$ cat src/rtl/bp_pkg.sv
// Shared types and counter helpers for the branch predictor.
// Entry fields are sized for the widest supported configuration; the top slices them.
package bp_pkg;

  localparam int XLEN_MAX  = 64;
  localparam int CTR_W_MAX = 8;

  typedef logic [CTR_W_MAX-1:0] ctr_t;

  typedef struct packed {
    logic                valid;
    logic [XLEN_MAX-1:0] tag;
    logic [XLEN_MAX-1:0] target;
    ctr_t                ctr;
  } bp_entry_t;

  function automatic ctr_t ctr_max(input int w);
    return ctr_t'((1 << w) - 1);
  endfunction

  function automatic ctr_t ctr_weak_t(input int w);
    return ctr_t'(1 << (w - 1));
  endfunction

  function automatic ctr_t ctr_weak_nt(input int w);
    return ctr_t'((1 << (w - 1)) - 1);
  endfunction

  // Saturating step: climbs toward max on taken, falls toward zero otherwise.
  function automatic ctr_t ctr_next(input ctr_t ctr, input logic taken, input ctr_t max);
    ctr_t r;
    r = ctr;
    if (taken) begin
      if (ctr != max) r = ctr + ctr_t'(1);
    end else begin
      if (ctr != '0) r = ctr - ctr_t'(1);
    end
    return r;
  endfunction

endpackage

$ cat src/rtl/sat_event_counter.sv
// Event counter that sticks at all-ones instead of wrapping.
// Count is registered: an inc shows up one cycle later; never stalls.
module sat_event_counter #(
  parameter int W = 32
) (
  input  logic         clk,
  input  logic         reset,
  input  logic         inc,
  output logic [W-1:0] count
);

  logic [W-1:0] r_count;

  always_ff @(posedge clk) begin
    if (reset) begin
      r_count <= '0;
    end else if (inc && (r_count != {W{1'b1}})) begin
      r_count <= r_count + W'(1);
    end
  end

  assign count = r_count;

endmodule

$ cat src/rtl/branch_predictor.sv
// Direct-mapped BTB with saturating direction counters; lookup and mispredict are combinational,
// table updates land on the next edge with no bypass, and the block never applies backpressure.
module branch_predictor
  import bp_pkg::*;
#(
  parameter int XLEN    = 32,
  parameter int ENTRIES = 16,
  parameter int CTR_W   = 2,
  parameter int STAT_W  = 32
) (
  input  logic              clk,
  input  logic              reset,
  input  logic [XLEN-1:0]   if_pc,
  output logic              pred_taken,
  output logic [XLEN-1:0]   pred_target,
  input  logic              ex_valid,
  input  logic [XLEN-1:0]   ex_pc,
  input  logic              ex_taken,
  input  logic [XLEN-1:0]   ex_target,
  input  logic              ex_pred_taken,
  input  logic [XLEN-1:0]   ex_pred_target,
  output logic              mispredict,
  output logic [XLEN-1:0]   redirect_pc,
  output logic [STAT_W-1:0] stat_branches,
  output logic [STAT_W-1:0] stat_mispredicts
);

  localparam int IDX_W = $clog2(ENTRIES);
  localparam int TAG_W = XLEN - 2 - IDX_W;

  localparam ctr_t CTR_MAX     = ctr_max(CTR_W);
  localparam ctr_t CTR_WEAK_T  = ctr_weak_t(CTR_W);
  localparam ctr_t CTR_WEAK_NT = ctr_weak_nt(CTR_W);

  bp_entry_t r_tbl [ENTRIES];

  logic [IDX_W-1:0] w_if_idx;
  logic [TAG_W-1:0] w_if_tag;
  logic             w_if_hit;
  logic [IDX_W-1:0] w_ex_idx;
  logic [TAG_W-1:0] w_ex_tag;
  logic             w_ex_hit;
  logic             w_ex_vld;

  assign w_if_idx = if_pc[IDX_W+1:2];
  assign w_if_tag = if_pc[XLEN-1:IDX_W+2];
  assign w_ex_idx = ex_pc[IDX_W+1:2];
  assign w_ex_tag = ex_pc[XLEN-1:IDX_W+2];

  assign w_if_hit = r_tbl[w_if_idx].valid && (r_tbl[w_if_idx].tag == XLEN_MAX'(w_if_tag));
  assign w_ex_hit = r_tbl[w_ex_idx].valid && (r_tbl[w_ex_idx].tag == XLEN_MAX'(w_ex_tag));

  // Table may still hold stale valid bits in the reset cycle, so the prediction is gated too.
  assign pred_taken  = ~reset & w_if_hit & r_tbl[w_if_idx].ctr[CTR_W-1];
  assign pred_target = pred_taken ? r_tbl[w_if_idx].target[XLEN-1:0] : if_pc + XLEN'(4);

  assign w_ex_vld    = ex_valid & ~reset;
  assign mispredict  = w_ex_vld & ((ex_taken != ex_pred_taken) |
                                   (ex_taken & (ex_target != ex_pred_target)));
  assign redirect_pc = ex_taken ? ex_target : ex_pc + XLEN'(4);

  // Only valid and ctr are reset; tag/target are qualified by valid.
  always_ff @(posedge clk) begin
    if (reset) begin
      for (int i = 0; i < ENTRIES; i++) begin
        r_tbl[i].valid <= 1'b0;
        r_tbl[i].ctr   <= CTR_WEAK_NT;
      end
    end else if (ex_valid) begin
      if (w_ex_hit) begin
        r_tbl[w_ex_idx].ctr <= ctr_next(r_tbl[w_ex_idx].ctr, ex_taken, CTR_MAX);
        if (ex_taken) r_tbl[w_ex_idx].target <= XLEN_MAX'(ex_target);
      end else if (ex_taken) begin
        r_tbl[w_ex_idx] <= '{valid:  1'b1,
                             tag:    XLEN_MAX'(w_ex_tag),
                             target: XLEN_MAX'(ex_target),
                             ctr:    CTR_WEAK_T};
      end
    end
  end

  sat_event_counter #(.W(STAT_W)) u_stat_branches (
    .clk   (clk),
    .reset (reset),
    .inc   (w_ex_vld),
    .count (stat_branches)
  );

  sat_event_counter #(.W(STAT_W)) u_stat_mispredicts (
    .clk   (clk),
    .reset (reset),
    .inc   (mispredict),
    .count (stat_mispredicts)
  );

endmodule

$ cat config.mk
export PLATFORM = sky130hd
export DESIGN_NAME = branch_predictor
export DESIGN_NICKNAME = d
export VERILOG_FILES = /design/src/rtl/bp_pkg.sv /design/src/rtl/sat_event_counter.sv /design/src/rtl/branch_predictor.sv
export SDC_FILE = /design/constraint.sdc
export NUM_CORES = 2
export LEC_CHECK = 0
export ABC_AREA = 1
export CORE_MARGIN = 2
export CORE_UTILIZATION = 25
export DETAILED_ROUTE_END_ITERATION = 10
export GPL_TIMING_DRIVEN = 0
export PLACE_DENSITY = 0.5
export SLEW_MARGIN = 20
export SYNTH_ARGS = -nofsm -noshare
export SYNTH_HDL_FRONTEND = slang
export SYNTH_HIERARCHICAL = 1
export SYNTH_SLANG_ARGS = --single-unit
$ cat constraint.sdc
create_clock -name clk -period 12.74 [get_ports clk]
set_input_delay 2.548 -clock clk [delete_from_list [all_inputs] [get_ports clk]]
set_output_delay 2.548 -clock clk [all_outputs]
set_load 0.05 [all_outputs]
# Yosys cells after proc, flatten, opt, wreduce, memory -nomap -nowiden
# Memory sizes are Yosys's and may differ from the RTL's.
# Index checks and enable logic that the tools add are counted.
dict set report word_totals {
  mem_count 1
  word_cells 59
  out_inout_bits 130
  ram_bits 1072
  ff_bits 64
  mem_bits_ro 0
  latch_bits 0
}
# name depth width read_ports rd_clocked_by_memory_dff write_ports line
set memory_table {}
lappend memory_table {r_tbl 16 67 2 0 16 branch_predictor.sv:35} ;# bp_entry_t r_tbl [ENTRIES];
dict set report op_classes {
  shift 0
  magnitude_cmp 0
  n_reduce_logical 6
  n_div 0
  addsub 6
  multipliers 0
  n_eq_ne 7
  n_bitwise 9
  n_mux 28
}
# cell count
set op_table {}
lappend op_table {{== test 64 x 26 -> 1 bit} 2}
lappend op_table {{two-way mux 32 bit} 3}
lappend op_table {{two-way mux 67 bit} 1}
lappend op_table {{OR reduction 67 bit} 1}
lappend op_table {{adder 32 x 1 -> 32 bit, second input constant} 2}
lappend op_table {{adder 32 x 3 -> 32 bit, second input constant} 2}
lappend op_table {{!= test 32 bit, second input constant} 2}
lappend op_table {{two-way mux 8 bit} 7}
lappend op_table {{!= test 32 bit} 1}
lappend op_table {{two-way mux 1 bit} 15}
lappend op_table {{adder 8 x 1 -> 8 bit, second input constant} 1}
lappend op_table {{two-way mux 4 bit} 2}
lappend op_table {{!= test 8 x 2 -> 1 bit, second input constant} 1}
lappend op_table {{nonzero test 8 bit} 1}
lappend op_table {{subtractor 8 x 1 -> 8 bit, second input constant} 1}
lappend op_table {{AND 1 bit} 5}
lappend op_table {{logical AND 1 bit} 4}
lappend op_table {{OR 1 bit} 3}
lappend op_table {{!= test 1 bit} 1}
lappend op_table {{inverter 1 bit} 1}

# Longest topological paths before layout
# An unclocked memory read counts as a cell.
dict set report logic_depth {
  ltp_word 10
  depth_mapped 23
}

# Modules after synthesis
# Netlist, hierarchy kept.
# module instances area_each_um2 cells_per_inst
set by_module_without_submodules {}
lappend by_module_without_submodules {branch_predictor 1 51369.3 5299}
lappend by_module_without_submodules {{sat_event_counter at u_stat_branches} 1 2062.0 324}
lappend by_module_without_submodules {{sat_event_counter at u_stat_mispredicts} 1 1979.4 314}

# Worst setup path before layout
# Ideal clock, no wire load.
dict set report synth_timing {
  path_type {in2out}
  from {in if_pc[4]}
  to {out pred_target[2]}
  path_stages 15
  setup_slack_ns 4.923
  arrival_time_ns 5.269
  required_time_ns 10.192
  path_buffers 4
  cell_sequence {buf_2 clkinv_1 clkbuf_1 buf_2 nand3_1 nand3_1 nand3_1 o21ai_0 nor2_1 nand2_1 nor2_1 nand2_1 nor2_4 buf_2 o21ai_0}
}
dict set report synth_between {
  elab_chain_cells 6
}
# element line
set synth_lines {}
lappend synth_lines {{from (decl)} branch_predictor.sv:13} ;# input logic [XLEN-1:0] if_pc,
lappend synth_lines {{memory (16 x 67 bit) (*)} -}
lappend synth_lines {{== test 64 x 26 -> 1 bit} branch_predictor.sv:50} ;# assign w_if_hit = r_tbl[w_if_idx].valid && (r_tbl[w_if_idx].tag == XLEN_MAX'(w_if_tag));
lappend synth_lines {{logical AND 1 bit} branch_predictor.sv:50}
lappend synth_lines {{AND 1 bit (2 in series)} branch_predictor.sv:54} ;# assign pred_taken = ~reset & w_if_hit & r_tbl[w_if_idx].ctr[CTR_W-1];
lappend synth_lines {{two-way mux 32 bit (*)} branch_predictor.sv:55} ;# assign pred_target = pred_taken ? r_tbl[w_if_idx].target[XLEN-1:0] : if_pc + XLEN'(4);
lappend synth_lines {{to (decl)} branch_predictor.sv:15} ;# output logic [XLEN-1:0] pred_target,
# Mark *: on every way between the ends. The rest lies on a longest branch, timed or not.

# Final worst setup path
dict set report layout_timing {
  from {in if_pc[2]}
  to {out pred_target[23]}
}
dict set report layout_between {
  elab_chain_cells 6
  elab_cells_between_ends 7
  cone_classes {1 x add/sub; 1 x eq/ne; 1 x mux; 2 x bitwise; 1 x reduce/logical; 1 x memory}
}
# element line
set layout_lines {}
lappend layout_lines {{memory (16 x 67 bit)} -}
lappend layout_lines {{== test 64 x 26 -> 1 bit} branch_predictor.sv:50}
lappend layout_lines {{logical AND 1 bit} branch_predictor.sv:50}
lappend layout_lines {{AND 1 bit (2 in series)} branch_predictor.sv:54}
lappend layout_lines {{two-way mux 32 bit (*)} branch_predictor.sv:55}
# Marks and branches as above.

==> qor.yml <==
final.setup.tns_ns: 0
ctsHoldBuffers: 0
final_area_um2: 67600
cts.sinks: 1136
clockPowerShare_pct: 43.0
grt-ovfl-total: 0
synth-seq-cells: 1136
dp_slack_ns: 1.50
clock_path_buffers: 3
yosysWarnings: 6
die_x_um: 475
grt_pass1_vias: 45400
seqPwrFrac_pct: 45.0
yosysUniqueCellTypes: 50
layout_setup_ws_ns: 1.15
skew_ns: 0.0657
antenna_found_initial: 31
path_buf_inv: 7
synth_cells: 5937
dr_total_vias: 49000
required_ns: 10.19
grt_use_total_pct: 23.3
syn_avg_cell_area_um2: 9.33
internal_power_mw: 6.56
layout_commonest_cell: "nand2_1"
p_leak_nw: 24.5
area_growth_syn_to_layout_pct: 21.9
switchingPower_mw: 2.60
num_rows: 172
hold_viol_final: 0
slowest_stage: "clkbuf_1"
portBuffers: 257
synth_area_um2: 55400
drtIter0Drc: 7512
numCtsBuffers: 136
root_buffer: "clkbuf_16"
cts_htree_levels: 4
drc: 0
max_cap_viol_count: 0
arrival_ns: 9.04
layout_common_cells: "nand2_1 (1241), edfxtp_1 (1056), nor2_1 (880), o21ai_0 (720), inv_1 (441)"
rsz0062_at_grt: "no"
power_per_cell_area_nw_per_um2: 136
clk_pin_slew_ns: 0.06
crit_path_cell_trace: "clkdlybuf4s50_1 > inv_2 > buf_2 > buf_2 > clkbuf_1 > o21ai_0 > nand2_1 > nand2_1 > nand3_1 > o21ai_0 > nor2_1 > nand2_1 > nor2_1 > nand2_1 > nor2_4 > buf_2 > nor2_1 > nor2_1 > clkdlybuf4s50_1"
grt_pass1_wl_um: 366000
combPwrFrac_pct: 12.0
core-area_um2: 220000
worst_hold_path_type: "flip-flop to flip-flop"
start_kind: "input pin"
final_layout_size_suffix_gt1_share_pct: 8.76
ys_seq_area_share_pct: 60.1
place_inst: 9207
start_util_pct: 25.2
finalWeightedCongestion: 0.997
avgRoutedWirePerCell_um: 28.6
critPathMaxStageDelay_ns: 0.96
fin_crit_ns: 11.59
synthTopCellsByArea: "edfxtp_1 (57%), nand2_1 (8.4%), o21ai_0 (6.5%)"
crit_type: "input pin to output pin"
post_cts_buffers: 0
synth_edf_count: 1056
path_max_fanout: 10
postPlaceCellArea_um2: 63100
dieArea_um2: 225000
drv_slew: 0
insertion_delay_ns: 0.83
die_h_um: 475
firstDrtPassIters: 8
grt_max_degree: 24
cp_top_family: "buffers and inverters"
synth_area_leader_cell: "edfxtp_1"
period_share_pct: 91.0
fmax_ghz: 0.0863
dp_hpwl_um: 194000
slew_headroom_pct: 10.3
synth_top_cell_area_share_pct: 57.2
tritoncts: "built"
power_switching_share_pct: 28.4
cts_resized: 0
crit_path_end_kind: "output pin"
fin_cells: 9466
p_total_mw: 9.16
synth_ff_type: "edfxtp_1"
setup_viol: 0
pin_count: 263
worst-slew-pin-transition_ns: 1.35
async_flop_share_pct: 0
nets: 6530
ant_nets: 0
routed_wl_um: 271000
ir_drop_uv: 101
synth_nets: 6080
status: "finished, final reports clean"
vias_per_cell: 5.18
==> sequential cells by signal, indices dropped and copies added, names as in the netlist <==
register                  count
r_tbl                      1072
u_stat_mispredicts/count     32
u_stat_branches/count        32
==> final timing paths <==
| kind | startpoint | cells after the start | slack (ns) | end |
|---|---|---|---|---|
| worst max register to register | r_tbl[5][55] | 18 | 8.50 | r_tbl[5][45] |
| worst min register to register | u_stat_branches/count[1] | 2 | 0.51 | u_stat_branches/count[1] |
| worst min-delay path | u_stat_branches/count[1] | 2 | 0.51 | u_stat_branches/count[1] |
| worst max-delay path | if_pc[2] | 19 | 1.15 | pred_target[23] |
==> through the flow <==
stage	util, %	hold WS, ns
after global placement	28.0	0.477
final	30.7	0.508
after floorplan	-	0.449
after CTS	30.7	0.501
after detailed placement	28.7	0.487
after global routing	30.7	0.516
==> synthesized netlist by cell type, types with 43 or more instances <==
cell      count
a21oi_1     247
o211ai_1     50
inv_1       443
nor3_1       44
nand4_1      43
buf_2       116
clkbuf_1    174
o21ai_0     720
nand2_1    1241
dfxtp_1      80
nand3_1     340
nor2_1      910
o22ai_1      98
edfxtp_1   1056
xor2_1       72
o221ai_1     51
==> cells by family (layout without fill, tap and decap cells) <==
| family | Yosys count | count (layout) | share of synthesized area (%) |
|---|---|---|---|
| buf+inv | 806 | 1367 | 6.15 |
| other cells | 0 | 10 | 0 |
| compound gates | 1206 | 1206 | 11.8 |
| fa+ha+maj | 10 | 10 | 0.226 |
| xor+xnor | 95 | 95 | 1.50 |
| simple gates | 2684 | 2684 | 20.2 |
| flops | 1136 | 1136 | 60.1 |
==> routing by layer <==
layer,GRT usage (%),wire length [um],vias up
met1,29.6,103000,23800
met2,35.9,119000,3276
met5,0,138,-
li1,-,-,21200
met4,13.8,18400,20
met3,5.68,30200,691
==> worst min-delay path, delay by kind of cell (launching register included) <==
| family | cells | cell delay, ns |
|---|---|---|
| AO/OA/AOI/OAI | 1 | 0.05 |
| AND/OR/NAND/NOR | 1 | 0.07 |
| flip-flops | 1 | 0.34 |
==> final cells by class <==
class                   instances  area [um^2]
diodes                         10         25.0
plain buffers                 348         1710
clock buffers                 172         3580
clock inverters                77          893
fillers                     22900       152000
inverters                     458         1720
multi-input cells            3995        18900
flip-flops and latches       1136        33300
well taps                    2958         3700
repair buffers                312         3710
==> power groups by stage <==
stage,sequential (mW),combinational [mW],clock [mW]
after floorplan,4.20,0.499,0
after global placement,4.21,1.04,0
after detailed placement,4.20,1.06,0
after CTS,4.13,1.06,3.97
after global routing,4.13,1.13,4.11
final,4.13,1.10,3.94
No activity file was read; power rests on OpenSTA's default activity.
